`src/rtl/move_sched.sv`:
```
// Purpose : schedules 16-bit move commands to cmd_proc from a pre-loaded queue or the UART path, returning ACK bytes.
// Latency : command issued 1 cycle after grant/pop; ACK byte 1 cycle after send_resp of the acknowledged move.
// Backpress: one move in flight; UART waits (no clr_uart_rdy) until granted; pushes to a full queue are dropped (q_ovf).
//
// Ports:
//   clk, rst_n                       clock, async active-low reset
//   uart_cmd/uart_cmd_rdy/clr_uart_rdy  UART command handshake (rdy is a level, clr is a 1-cycle pulse)
//   q_wdata/q_push/q_go              enqueue data/strobe, start-drain pulse
//   q_full/q_empty/q_cnt/q_ovf       queue status (q_ovf sticky until reset)
//   cmd/cmd_rdy/clr_cmd_rdy/send_resp  cmd_proc handshake and move-complete pulse
//   resp/resp_vld                    acknowledge byte and its 1-cycle strobe
//   busy                             FSM not in IDLE
module move_sched #(
    parameter int          DEPTH = 8,
    parameter logic [7:0]  ACK   = 8'hA5
) (
    input  logic                     clk,
    input  logic                     rst_n,
    input  logic [15:0]              uart_cmd,
    input  logic                     uart_cmd_rdy,
    output logic                     clr_uart_rdy,
    input  logic [15:0]              q_wdata,
    input  logic                     q_push,
    input  logic                     q_go,
    output logic                     q_full,
    output logic                     q_empty,
    output logic [$clog2(DEPTH):0]   q_cnt,
    output logic                     q_ovf,
    output logic [15:0]              cmd,
    output logic                     cmd_rdy,
    input  logic                     clr_cmd_rdy,
    input  logic                     send_resp,
    output logic [7:0]               resp,
    output logic                     resp_vld,
    output logic                     busy
);

    localparam int AW = $clog2(DEPTH);
    localparam int CW = AW + 1;

    typedef enum logic [1:0] {
        IDLE      = 2'd0,
        ISSUE     = 2'd1,
        WAIT_DONE = 2'd2,
        ACK_ST    = 2'd3
    } state_t;

    state_t          state;
    logic            run;
    logic            src_q;     // 1: current move came from the queue, 0: from UART
    logic [AW-1:0]   wr_ptr;
    logic [AW-1:0]   rd_ptr;
    logic [15:0]     mem [DEPTH];

    logic            pop;
    logic            push_ok;
    logic [CW-1:0]   cnt_nxt;

    // The queue is only popped from IDLE when UART is not requesting, so
    // UART always wins arbitration.
    assign pop     = (state == IDLE) && !uart_cmd_rdy && run && !q_empty;
    // A pop in the same cycle frees the slot, so a push to a full queue is
    // still accepted then.
    assign push_ok = q_push && (!q_full || pop);

    always_comb begin
        cnt_nxt = q_cnt;
        if (push_ok && !pop)
            cnt_nxt = q_cnt + CW'(1);
        else if (pop && !push_ok)
            cnt_nxt = q_cnt - CW'(1);
    end

    // Storage needs no reset: validity is tracked by the pointers and count.
    always_ff @(posedge clk) begin
        if (push_ok)
            mem[wr_ptr] <= q_wdata;
    end

    always_ff @(posedge clk or negedge rst_n) begin
        if (!rst_n) begin
            state        <= IDLE;
            run          <= 1'b0;
            src_q        <= 1'b0;
            wr_ptr       <= '0;
            rd_ptr       <= '0;
            q_cnt        <= '0;
            q_full       <= 1'b0;
            q_empty      <= 1'b1;
            q_ovf        <= 1'b0;
            cmd          <= '0;
            cmd_rdy      <= 1'b0;
            clr_uart_rdy <= 1'b0;
            resp         <= '0;
            resp_vld     <= 1'b0;
            busy         <= 1'b0;
        end else begin
            clr_uart_rdy <= 1'b0;
            resp_vld     <= 1'b0;

            // Queue bookkeeping
            if (push_ok)
                wr_ptr <= wr_ptr + AW'(1);
            if (pop)
                rd_ptr <= rd_ptr + AW'(1);
            if (q_push && !push_ok)
                q_ovf <= 1'b1;
            q_cnt   <= cnt_nxt;
            q_full  <= (cnt_nxt == CW'(DEPTH));
            q_empty <= (cnt_nxt == '0);

            // The end-of-drain clear takes precedence: q_go while running
            // has no effect.
            if (state == ACK_ST && src_q)
                run <= 1'b0;
            else if (q_go && !q_empty)
                run <= 1'b1;

            case (state)
                IDLE: begin
                    if (uart_cmd_rdy) begin
                        cmd          <= uart_cmd;
                        cmd_rdy      <= 1'b1;
                        clr_uart_rdy <= 1'b1;
                        src_q        <= 1'b0;
                        state        <= ISSUE;
                        busy         <= 1'b1;
                    end else if (pop) begin
                        cmd     <= mem[rd_ptr];
                        cmd_rdy <= 1'b1;
                        src_q   <= 1'b1;
                        state   <= ISSUE;
                        busy    <= 1'b1;
                    end
                end
                ISSUE: begin
                    if (clr_cmd_rdy) begin
                        cmd_rdy <= 1'b0;
                        state   <= WAIT_DONE;
                    end
                end
                WAIT_DONE: begin
                    if (send_resp) begin
                        // Queue moves are only acknowledged once the queue
                        // has drained; otherwise keep draining via IDLE.
                        if (!src_q || q_empty) begin
                            state    <= ACK_ST;
                            resp     <= ACK;
                            resp_vld <= 1'b1;
                        end else begin
                            state <= IDLE;
                            busy  <= 1'b0;
                        end
                    end
                end
                ACK_ST: begin
                    state <= IDLE;
                    busy  <= 1'b0;
                end
                default: begin
                    state <= IDLE;
                    busy  <= 1'b0;
                end
            endcase
        end
    end

endmodule

```
`config.mk`:
```
export PLATFORM = sky130hd
export DESIGN_NAME = move_sched
export DESIGN_NICKNAME = d
export VERILOG_FILES = /design/src/rtl/move_sched.sv
export SDC_FILE = /design/constraint.sdc
export NUM_CORES = 1
export LEC_CHECK = 0
export ABC_CLOCK_PERIOD_IN_PS = 3150
export CORE_ASPECT_RATIO = 1.25
export CORE_MARGIN = 5
export CORE_UTILIZATION = 56
export CTS_CLUSTER_DIAMETER = 120
export DETAILED_ROUTE_END_ITERATION = 7
export PLACE_DENSITY = 0.76
export REMOVE_ABC_BUFFERS = 1
export SETUP_SLACK_MARGIN = 0.1
export SLEW_MARGIN = 20
export SYNTH_ARGS = -nofsm -noshare
export SYNTH_HDL_FRONTEND = slang
export SYNTH_SLANG_ARGS = --single-unit
export TNS_END_PERCENT = 20
```
`constraint.sdc`:
```
create_clock -name clk -period 3.15 [get_ports clk]
set_input_delay 0.63 -clock clk [delete_from_list [all_inputs] [get_ports clk]]
set_output_delay 0.63 -clock clk [all_outputs]
set_load 0.02 [all_outputs]
```
==> metrics.md, run 1 <==
| Metric | Value |
|---|---|
| GRT overflow | `0` |
| Outcome | `finished, final reports clean` |
| Final Util | `0.697` |
| CP Cell Sequence | `nor4b_2, nand2_1, a21boi_2, nand2_1, nor2_1, buf_4` |
| DR vias/cell | `5.61` |
| Skew-Pair Late Insertion Delay | `0.42 ns` |
| Root Buffer | `clkbuf_16` |
| Setup repair after global routing missed its margin | `false` |
| Net Sw Power | `0.00247 W` |
| Crit-path slowest cell | `dfrtp_1` |
| Slew Limit Fails | `0` |
| GRT Util Overall | `0.197` |
| Hold WC Path Type | `in -> async` |
| Arrival time worst endpoint | `2.48 ns` |
| Vias in the first global route | `3767` |
| Gates resized, CTS repair | `0` |
| Top FF cell, synth | `edfxtp_1` |
| Initial antenna violation count | `0` |
| Comb power frac | `0.333` |
| CP dominant cell by count | `nand2_1` |
| Yosys cell types | `45` |
| Initial drt markers | `293` |
| Crit path kind | `reg -> reg` |
| Yosys reg bits | `166` |
| Die area | `0.0142 mm^2` |
| Gpl congestion | `0.820` |
| FILL cells | `769` |
| Mapped Area | `0.00669 mm^2` |
| Pre-CTS setup slack | `0.523 ns` |
| Peak Freq | `421 MHz` |
| CP Capture Type | `flip-flop` |
| Post-CTS setup buffer count | `0` |
| Buffers on Ports | `69` |
| Max-cap viol count | `0` |
| Core footprint | `0.0117 mm^2` |
| Minimum clock period | `2.38 ns` |
| Register area share after synthesis | `0.717` |
| Footprint of the multi-input gates | `0.00172 mm^2` |
| Count leader, synth | `edfxtp_1` |
| Slew HR | `0.400` |
| Sw frac | `0.317` |
| Initial Utilization | `0.573` |
| Clock buffer count from CTS | `17` |
| Synth area leaders | `edfxtp_1 57%, dfrtp_1 14%, mux4_2 11%` |
| CP required | `3.25 ns` |
| Worst Path Max Fanout | `16` |
| Top post-synthesis cells by count | `128 x edfxtp_1, 44 x nand2_1, 37 x dfrtp_1` |
| Die Y | `132 um` |
| Post-synth top area share | `0.575` |
| Site row count | `44` |
| Area leader, netlist | `edfxtp_1` |
| Final hold vios | `0` |
| Leak Pwr | `2.88 nW` |
| DRT antenna net count | `0` |
| DRC violations left | `0` |
| Final period util | `0.755` |
| Final Skew | `0.00819 ns` |
| Drt first pass iters | `5` |
| Power share of the clock group | `0.262` |
| H-tree levels | `4` |
| Share of cells above drive strength 1 | `0.177` |
| Post-Route WL | `12900 um` |
| Hold_buf cts | `0` |
| Post-synth EDFFs | `128` |
| Setup-failing EPs final | `0` |
| Vias | `3666` |
| Sequential power share | `0.405` |
| Pint | `0.00533 W` |
| CP max stage delay | `0.51 ns` |
| Final setup TNS | `0 ns` |
| CTS tree | `yes` |
| Die Wd | `108 um` |
| Worst slew pin tran | `0.901 ns` |
| Pwr Density | `958 mW/mm^2` |
| Routed WL per cell | `19.8 um` |
| Type of origin of the critical path | `flip-flop` |
| IO Count | `74` |
| Detailed Place HPWL | `8690 um` |
| CTS Sinks | `166` |
| # diodes | `0` |
| Layout area overhead | `21.8%` |
| Peak VDD IR | `0.507 mV` |
| Final nets | `522` |
| First-pass GRT wire length | `20900 um` |
| Mean Syn Cell Area | `16.7 um^2` |
| Clk slew on worst S/H paths | `0.06 ns` |
| Largest net degree at the start of global routing | `39` |
| Synth async-reset ratio | `0.229` |
| Worst setup margin | `0.773 ns` |
| Warnings, synthesis | `0` |
| Register cell area after layout | `0.00480 mm^2` |
| Max clock buf depth | `2` |
| Cells after synthesis | `400` |
[metal layers]
metal  GRT usage  vias up  wire length [um]
met1       0.281     1813              5510
li1            -     1678                 -
met4      0.0688        0               250
met5           0        -                 0
met3      0.0461       18               877
met2       0.301      157              6300
[final cells by class]
class | instances | share of cell area
timing repair buffer | 84 | 0.0981
inverter | 9 | 0.00415
clock buffer | 18 | 0.0527
tap | 161 | 0.0247
multi-input combinational | 201 | 0.211
sequential | 166 | 0.589
clock inverter | 14 | 0.0195
[worst max-delay path, delay by kind of cell, from the launching register on]
family / cells / cell delay [ns]
AOI/OAI and AO/OA: 1 / 0.31
buffers and inverters: 1 / 0.26
DFF: 1 / 0.51
and+or+nand+nor: 4 / 0.97
[state kept, by name, summed over array words and instances (netlist names)]
name,cells
busy,1
clr_uart_rdy,1
cmd,16
cmd_rdy,1
mem,128
q_cnt,4
q_empty,1
q_full,1
q_ovf,1
rd_ptr,3
resp,1
resp_vld,1
run,1
src_q,1
state,2
wr_ptr,3
[stage by stage]
step	area [um^2]	total power, W	hold WS [ns]	std cells
6_report	8140	0.00780	0.339	653
4_1_cts	8140	0.00788	0.354	653
3_3_place_gp	7550	0.00573	0.434	621
3_5_place_dp	7550	0.00581	0.449	621
2_1_floorplan	6540	0.00482	0.334	376
5_1_grt	8140	0.00822	0.412	653
[path summary, 6_finish.rpt]
kind / slack [ns] / from / depth (start not counted) / end
setup / recovery: 0.77 / state[1]$_DFFE_PN0P_ / 6 / mem[7][1]$_DFFE_PP_
hold / removal: 0.34 / rst_n / 1 / q_cnt[2]$_DFF_PN0_
setup reg to reg: 0.77 / state[1]$_DFFE_PN0P_ / 6 / mem[7][1]$_DFFE_PP_
hold reg to reg: 0.45 / src_q$_DFFE_PN0P_ / 1 / run$_DFFE_PN0P_
max in group asynchronous: 2.20 / rst_n / 1 / rd_ptr[0]$_DFFE_PN0P_
min in group clk: 0.45 / src_q$_DFFE_PN0P_ / 1 / run$_DFFE_PN0P_
[cells by family (layout without fill, tap and decap cells)]
kind of cell             count (synthesis)  after routing  synth area share
AO/OA/AOI/OAI                           58             58            0.0511
XOR/XNOR                                 5              5           0.00655
adder cells (fa/ha/maj)                  4              4           0.00749
buffers and inverters                   36            125            0.0283
flip-flops                             166            166             0.717
multiplexers                            49             49             0.133
other                                    1              4          0.000561
AND/OR/NAND/NOR                         81             81            0.0552
[power groups by stage]
stage | registers (W) | clock network, W | logic [W]
floorplan | 0.00354 | 0 | 0.00128
global placement | 0.00317 | 0 | 0.00256
detailed placement | 0.00320 | 0 | 0.00262
CTS | 0.00316 | 0.00208 | 0.00264
global route | 0.00321 | 0.00217 | 0.00285
finish | 0.00316 | 0.00204 | 0.00260
[placed cells by master (no fill, tap or decap), types with 2 or more instances in the layout]
| cell type | Yosys | layout |
|---|---|---|
| clkbuf_16 | 0 | 17 |
| edfxtp_1 | 128 | 128 |
| o211ai_1 | 2 | 2 |
| o21ai_1 | 21 | 21 |
| dfrtp_1 | 37 | 36 |
| a21oi_1 | 6 | 6 |
| nor3_1 | 5 | 3 |
| nor2b_1 | 2 | 2 |
| o2111ai_1 | 2 | 2 |
| nand4_1 | 2 | 2 |
| nand2_1 | 44 | 44 |
| bufinv_16 | 0 | 3 |
| mux2i_1 | 16 | 16 |
| a31o_1 | 2 | 2 |
| nand2b_1 | 4 | 4 |
| clkinvlp_4 | 0 | 4 |
| clkinv_2 | 0 | 2 |
| buf_4 | 7 | 15 |
| nand3_1 | 2 | 2 |
| nor3_2 | 0 | 2 |
| mux4_2 | 32 | 32 |
| ha_1 | 4 | 4 |
| clkdlybuf4s50_1 | 0 | 68 |
| nor2_1 | 14 | 14 |
| nor4_1 | 2 | 2 |
| o21ai_0 | 17 | 17 |
| xnor2_1 | 4 | 4 |
| clkinv_1 | 0 | 3 |
| inv_1 | 8 | 8 |
| conb_1 | 1 | 4 |
Note: power is estimated with default switching activity, not from simulation.
==> inputs of run 2 (changes only) <==
Settings changed: ABC_CLOCK_PERIOD_IN_PS 3150 to 2380.
Clock period 3.15 ns to 2.38 ns, I/O delays scaled along.
==> run 2 against run 1 <==
Against the previous run:
- clock-buffer cell count fell by 1
- wire length rose by 5.2%
- hold slack improved by 0.10 ns
- global-route usage rose by 0.95 points
- largest power group unchanged
==> metrics.md, run 2 (same netlist as run 1, synthesis figures left out) <==
| Metric | Value |
|---|---|
| Outcome | `finished, final reports clean` |
| DRC violations left | `0` |
| CP max stage delay | `0.63 ns` |
| Share of cells above drive strength 1 | `0.210` |
| Initial Utilization | `0.573` |
| Routed WL per cell | `20.3 um` |
| Core footprint | `0.0117 mm^2` |
| Initial drt markers | `253` |
| Register cell area after layout | `0.00480 mm^2` |
| Hold WC Path Type | `in -> async` |
| Largest net degree at the start of global routing | `37` |
| Gpl congestion | `0.823` |
| DRT antenna net count | `0` |
| Worst slew pin tran | `0.538 ns` |
| CP Capture Point | `q_empty` |
| Post-Route WL | `13600 um` |
| Slew HR | `0.642` |
| Site row count | `44` |
| CTS Sinks | `166` |
| Crit path kind | `reg -> out` |
| Max-cap viol count | `0` |
| FILL cells | `787` |
| CP Capture Type | `output port` |
| Crit-path slowest cell | `clkdlybuf4s50_1` |
| Worst Path Max Fanout | `6` |
| Worst hold slack | `0.440 ns` |
| Final Non-Filler Cells | `671` |
| Cells after DPL | `639` |
| Vias in the first global route | `3892` |
| Register-to-Register Setup Slack | `0.26 ns` |
| Slew Limit Fails | `0` |
| Post-CTS setup buffer count | `0` |
| Die Wd | `108 um` |
| Die area | `0.0142 mm^2` |
| First-pass GRT wire length | `21900 um` |
| Reg2reg end | `mem[5][6]$_DFFE_PP_` |
| Vias | `3746` |
| Worst setup startpoint | `q_empty$_DFF_PN1_` |
| DR vias/cell | `5.58` |
| Layout area overhead | `24.1%` |
| # diodes | `0` |
| Type of origin of the critical path | `flip-flop` |
| Leak Pwr | `2.99 nW` |
| GRT overflow | `0` |
| Drt first pass iters | `5` |
| Setup-failing EPs final | `0` |
| Critical R2R Launch | `q_empty$_DFF_PN1_` |
| Reg with most FFs | `mem` |
| GRT Util Overall | `0.206` |
| Minimum clock period | `2.13 ns` |
| Detailed Place HPWL | `8990 um` |
| Peak VDD IR | `0.681 mV` |
| Clk slew on worst S/H paths | `0.06 ns` |
| Cell family with most CP delay | `buffers and inverters` |
| Worst Path Buf+Inv | `1` |
| Commonest cells after routing, fill and taps aside | `128 x edfxtp_1, 68 x clkdlybuf4s50_1, 44 x nand2_1, 36 x dfrtp_1, 32 x mux4_2` |
| Die Y | `132 um` |
| Buffers on Ports | `69` |
| Root Buffer | `clkbuf_16` |
| Skew-Pair Late Insertion Delay | `0.42 ns` |
| H-tree levels | `4` |
| FF-to-FF path depth | `6` |
| CP Cell Sequence | `clkdlybuf4s50_1` |
| Critical path depth | `1` |
| Final nets | `541` |
| Peak Freq | `470 MHz` |
| Pwr Density | `1260 mW/mm^2` |
| Footprint of the multi-input gates | `0.00173 mm^2` |
| Final Skew | `0.00702 ns` |
| Max reg flops | `128` |
| Initial antenna violation count | `0` |
| Most common cell after layout, fill and taps aside | `edfxtp_1` |
| Biggest regs | `mem: 128 flops, cmd: 16 flops, q_cnt: 4 flops` |
| Setup repair after global routing missed its margin | `false` |
| Final period util | `0.895` |
| CP required | `1.90 ns` |
| Final hold vios | `0` |
| Max clock buf depth | `2` |
| IO Count | `74` |
| Arrival time worst endpoint | `1.65 ns` |
| Clock buffer count from CTS | `17` |
| CTS tree | `yes` |
[run 2: changes by cell type in the layout (fill, tap and decap cells not counted), sizes merged]
| cell | change |
|---|---|
| buf | +18 |
| bufinv | -1 |
| clkinvlp | -1 |
| clkbuf | -1 |
| dlygate4sd3 | +1 |
| clkinv | +2 |
[run 2: worst min-delay path by stage]
stage / endpoint / slack (ns) / cells after the start
floorplan: busy$_DFFE_PN0P_ / 0.18 / 0
global placement: q_cnt[3]$_DFF_PN0_ / 0.33 / 1
detailed placement: q_cnt[3]$_DFF_PN0_ / 0.34 / 1
CTS: q_cnt[3]$_DFF_PN0_ / 0.43 / 2
global route: q_cnt[3]$_DFF_PN0_ / 0.48 / 2
finish: q_cnt[3]$_DFF_PN0_ / 0.44 / 2
[run 2: final cells by class]
type	count	area share
flip-flops and latches	166	0.578
multi-input cells	201	0.209
repair buffers	103	0.117
clock buffers	17	0.0513
well taps	161	0.0243
clock inverters	14	0.0164
inverters	9	0.00407
[run 2: stage by stage]
| stage | setup WS, ns | instance area (um^2) | utilization | setup TNS, ns | total power [W] |
|---|---|---|---|---|---|
| after floorplan | -0.614 | 6540 | - | -38.39 | 0.00638 |
| after detailed placement | 0.0586 | 7710 | 0.661 | 0 | 0.00787 |
| after CTS | 0.150 | 8290 | 0.710 | 0 | 0.0105 |
| final | 0.250 | 8300 | 0.711 | 0 | 0.0104 |
| after global routing | 0.161 | 8300 | 0.711 | 0 | 0.0110 |
| after global placement | 0.0793 | 7710 | 0.661 | 0 | 0.00775 |
[run 2: power breakdown]
group          internal, W  switching (W)  leakage, nW
sequential         0.00380       0.000382         1.61
combinational      0.00175        0.00188         1.11
clock              0.00153        0.00108        0.270
total              0.00708        0.00334         2.99
[run 2: what timing repair did]
item | in CTS | in global routing
endpoints found under the hold margin | 8 | 0
resized for setup | 1 | 1
hold buffers | 1 | 0
setup endpoints to repair | 16 | 80
[run 2: routing by layer]
metal | vias up | track usage | routed length, um
li1 | 1719 | - | -
met1 | 1875 | 0.276 | 5470
met2 | 137 | 0.341 | 7190
met3 | 15 | 0.0397 | 747
met4 | 0 | 0.0702 | 198
met5 | - | 0 | 0
==> inputs of run 3 (changes only) <==
Settings changed: CORE_MARGIN 5 to unset.
==> run 3 against run 2 <==
Against the previous run:
- first-iteration DRC count grew 37%
- clock skew rose by 0.0052 ns
- highest routed layer unchanged
- hold slack improved by 0.016 ns
- fmax is 0.19% higher
- largest cell class unchanged
- clock power grew 15%
- flip-flop and latch count did not move
- combinational power is 1% higher
- clock-buffer cell count increased by 4
- register-to-register slack gained 0.03 ns
- global-route usage grew 3.0 points
- non-clock buffer count is 1 lower
- largest power group unchanged
==> metrics.md, run 3 (same netlist as run 1, synthesis figures left out) <==
| Metric | Value |
|---|---|
| Most common cell after layout, fill and taps aside | `edfxtp_1` |
| DR vias/cell | `5.68` |
| Max clock buf depth | `2` |
| Reg with most FFs | `mem` |
| Site row count | `44` |
| Arrival time worst endpoint | `1.65 ns` |
| Vias in the first global route | `3819` |
| CTS Sinks | `166` |
| Commonest cells after routing, fill and taps aside | `128 x edfxtp_1, 68 x clkdlybuf4s50_1, 44 x nand2_1, 36 x dfrtp_1, 32 x mux4_2` |
| Initial Utilization | `0.576` |
| Peak Freq | `470 MHz` |
| Final Skew | `0.0123 ns` |
| Die area | `0.0124 mm^2` |
| Setup repair after global routing missed its margin | `false` |
| Type of origin of the critical path | `flip-flop` |
| Max-cap viol count | `0` |
| Pwr Density | `1300 mW/mm^2` |
| Peak VDD IR | `0.638 mV` |
| CP Capture Type | `output port` |
| Final setup TNS | `0 ns` |
| Gpl congestion | `0.862` |
| GRT Util Overall | `0.237` |
| Final hold vios | `0` |
| # diodes | `0` |
| First-pass GRT wire length | `20700 um` |
| Vias | `3808` |
| Routed WL per cell | `20.2 um` |
| Initial drt markers | `347` |
| Detailed Place HPWL | `8780 um` |
| Layout area overhead | `25.1%` |
| Slew Limit Fails | `0` |
| CP max stage delay | `0.62 ns` |
| Final Non-Filler Cells | `671` |
| CP required | `1.90 ns` |
| Clock buffer count from CTS | `17` |
| Biggest regs | `mem: 128 flops, cmd: 16 flops, q_cnt: 4 flops` |
| Post-Route WL | `13600 um` |
| H-tree levels | `4` |
| GRT overflow | `0` |
| Crit-path slowest cell | `clkdlybuf4s50_1` |
| Final nets | `540` |
| IO Count | `74` |
| Outcome | `finished, final reports clean` |
| CP Cell Sequence | `clkdlybuf4s50_1` |
| Share of cells above drive strength 1 | `0.208` |
| Root Buffer | `clkbuf_16` |
| Largest net degree at the start of global routing | `37` |
| Clk slew on worst S/H paths | `0.06 ns` |
| DRC violations left | `0` |
| CTS tree | `yes` |
| Worst Path Max Fanout | `6` |
| Worst Path Buf+Inv | `1` |
| DRT antenna net count | `0` |
| Max reg flops | `128` |
| Final period util | `0.893` |
| Hold WC Path Type | `reg -> reg` |
| Drt first pass iters | `7` |
| Die Y | `124 um` |
| Skew-Pair Late Insertion Delay | `0.42 ns` |
| Cell family with most CP delay | `buffers and inverters` |
| Die Wd | `99.7 um` |
| Setup-failing EPs final | `0` |
| Minimum clock period | `2.13 ns` |
| Cells after DPL | `638` |
| Final Util | `0.720` |
| Crit path kind | `reg -> out` |
| Buffers on Ports | `69` |
| Initial antenna violation count | `0` |
| Core footprint | `0.0116 mm^2` |
| Leak Pwr | `3.03 nW` |
==> run 3: changes by cell type in the layout (fill, tap and decap cells not counted), moves of 2 or more <==
cell / previous run / this run
bufinv_16: 2 / 5
clkbuf_1: 0 / 2
clkbuf_8: 0 / 2
clkinv_1: 2 / 0
clkinv_2: 4 / 2
clkinv_4: 2 / 0
clkinvlp_4: 3 / 1
inv_6: 1 / 3
==> run 3: per-layer routing <==
metal	GRT usage	wire length, um	vias up	share of wire
met5	0	0	-	0
met4	0.0928	240	0	0.018
met3	0.0595	924	26	0.068
met2	0.378	6850	171	0.50
met1	0.316	5560	1900	0.41
li1	-	-	1711	-
==> run 3: cell type report <==
type	instances	area [um^2]
Tap cell	161	201
Clock inverter	11	194
Inverter	9	33.8
Timing Repair Buffer	102	948
Multi-Input combinational cell	201	1730
Clock buffer	21	460
Fill cell	738	3250
Sequential cell	166	4800
==> run 3: timing repair <==
item	in CTS	in global routing
gates resized for setup	0	1
hold buffers	1	0
setup endpoints to repair	0	83
endpoints found under the hold margin	15	0
setup buffers	0	0
==> run 3: path summary, 6_finish.rpt <==
path                       slack, ns  depth (start not counted)         startpoint                    to
setup / recovery                0.25                          1  q_empty$_DFF_PN1_               q_empty
hold / removal                  0.46                          1  src_q$_DFFE_PN0P_       run$_DFFE_PN0P_
setup reg to reg                0.29                          6  q_empty$_DFF_PN1_  mem[7][14]$_DFFE_PP_
hold reg to reg                 0.46                          1  src_q$_DFFE_PN0P_       run$_DFFE_PN0P_
max in group asynchronous       1.31                          3              rst_n    cmd[7]$_DFFE_PN0P_
min in group asynchronous       0.52                          2              rst_n    q_cnt[0]$_DFF_PN0_
==> run 3: per-stage QoR <==
stage | setup slack [ns] | cell area (um^2) | power (W) | hold WS, ns
after global routing | 0.145 | 8370 | 0.0113 | 0.497
after global placement | 0.206 | 7690 | 0.00770 | 0.425
after CTS | 0.161 | 8360 | 0.0109 | 0.457
after detailed placement | 0.135 | 7690 | 0.00785 | 0.431
final | 0.254 | 8370 | 0.0108 | 0.456
after floorplan | -0.614 | 6540 | 0.00638 | 0.180
==> run 3: power breakdown <==
part / internal [W] / leakage [nW] / switching, W
Clock: 0.00193 / 0.318 / 0.00109
Sequential: 0.00380 / 1.61 / 0.000360
Combinational: 0.00173 / 1.10 / 0.00193
==> patch (config.mk and constraints of run 1) <==
Make the reset (`rst_n`) synchronous in one clocked block. Comments in the files are not updated.
--- a/src/rtl/move_sched.sv
+++ b/src/rtl/move_sched.sv
@@ -77,7 +77,7 @@
             mem[wr_ptr] <= q_wdata;
     end
 
-    always_ff @(posedge clk or negedge rst_n) begin
+    always_ff @(posedge clk) begin
         if (!rst_n) begin
             state        <= IDLE;
             run          <= 1'b0;
Check against the original RTL: differs if rst_n is asserted again (counterexample within 4 cycles, from zero or initial values and one cycle with rst_n low); with rst_n held inactive, the same outputs for 10 cycles.
==> patch against run 1 <==
  * Count of clock-buffer cells in the layout is 4 higher
  * Sequential cell count is 3 higher
  * Routed wire length is 6.5% higher
  * Highest routed layer unchanged
  * Final area is 0.38% higher
  * Setup slack worse by 0.0092 ns
  * Maximum frequency is 0.39% lower
  * Final cell count is 3.5% higher
  * Non-clock buffer count is 10 higher
  * Synthesized area is 0.99% lower
Power is not compared: it rests on default switching activity, and its combinational part moved more than twofold at a synthesized area within 25%.
==> patch: results <==
export IMPL_antenna_found_initial=0
export IMPL_nonClkBufAreaFrac=0.112
export IMPL_grt_util_met2=0.354
export IMPL_inverters=8
export IMPL_synth_fa_ha_area_frac=0.00756
export IMPL_synthMuxAreaShare=0.112
export IMPL_grt_pass1_vias=4052
export IMPL_hold_ws_ns=0.451
export IMPL_cts_htree_levels=4
export IMPL_critPathMaxFanout=10
export IMPL_syn_inst=413
export IMPL_synth_compound_area_frac=0.0752
export IMPL_num_antenna_cells=0
export IMPL_met1Wirelength_mm=5.28
export IMPL_drive_gt1_frac=0.188
export IMPL_p_leak_uw=0.00269
export IMPL_synthArstFlopShare=0
export IMPL_critPathLaunch="state[0]"
export IMPL_arrival_ns=2.50
export IMPL_grt_pass1_wl_mm=21.9
export IMPL_vias=3843
export IMPL_drtIter0Drc=243
export IMPL_place_hpwl_mm=9.29
export IMPL_netlist_top_cells_area="edfxtp_1 (58%), dfxtp_1 (12%), mux4_2 (11%)"
export IMPL_critPathMaxStageDelay_ns=0.60
export IMPL_multi_input_cells=212
export IMPL_ys_seq_area_frac=0.705
export IMPL_finalWirelength_mm=13.8
export IMPL_io_buffers=69
export IMPL_hold_path_depth=2
export IMPL_dp_cells=644
export IMPL_rr_endpoint="mem[6][9]"
export IMPL_min_path_type="reg2reg"
export IMPL_clockNetworkAreaShare=0.0684
export IMPL_skew_ns=0.00682
export IMPL_firstDrtPassIters=4
export IMPL_viasPerCell=5.68
export IMPL_status="complete, no violations"
export IMPL_clock_sinks=169
export IMPL_use_met1=0.256
export IMPL_buffers=94
export IMPL_worstMarginPinSlew_ns=0.522
export IMPL_layout_nets=545
export IMPL_ys_types=44
export IMPL_synth_xor_area_frac=0.00794
export IMPL_crit_path_top_delay_cell="or4b_4"
export IMPL_track_usage=0.209
export IMPL_clock_buffers=22
export IMPL_power_switching_uw=1130
export IMPL_seq_share=0.571
export IMPL_num_fill_cells=754
export IMPL_use_met3=0.0505
export IMPL_multi_input_area_share=0.220
export IMPL_synth_edff_count=128
export IMPL_synth_common_cells="edfxtp_1 (128), dfxtp_1 (41), o21ai_0 (35)"
export IMPL_grt_start_max_net_pins=21
export IMPL_place_gp_congestion=0.849
export IMPL_cts_setup_buffers=0
export IMPL_route_met2_wl_mm=7.29
export IMPL_hp_start="cmd[12]"
## patch: cell types whose count changed after synthesis, moves of 4 or more
cell	delta
o21ai_1	-21
dfrtp_1	-37
clkbuf_1	+4
dfxtp_1	+41
nor2b_1	+14
nand2_1	-17
a21oi_1	+6
a211oi_1	+17
o21ai_0	+18
mux2i_1	-15
nor2_1	+7
## patch: logic make-up (layout without fill, tap and decap cells)
family,after synthesis,after routing
DFF,169,169
and+or+nand+nor,85,85
AOI/OAI and AO/OA,79,79
buffers and inverters,35,134
muxes,34,34
xor gates and xnor gates,6,6
adders and majority gates,4,4
other,1,4
## patch: stage by stage
stage | area [um^2] | worst slack, ns | total power [uW]
finish | 8170 | 0.764 | 5040
global route | 8170 | 0.616 | 5210
CTS | 8170 | 0.772 | 5070
detailed placement | 7610 | 0.549 | 3120
global placement | 7610 | 0.683 | 3100
floorplan | 6480 | 0.132 | 2840
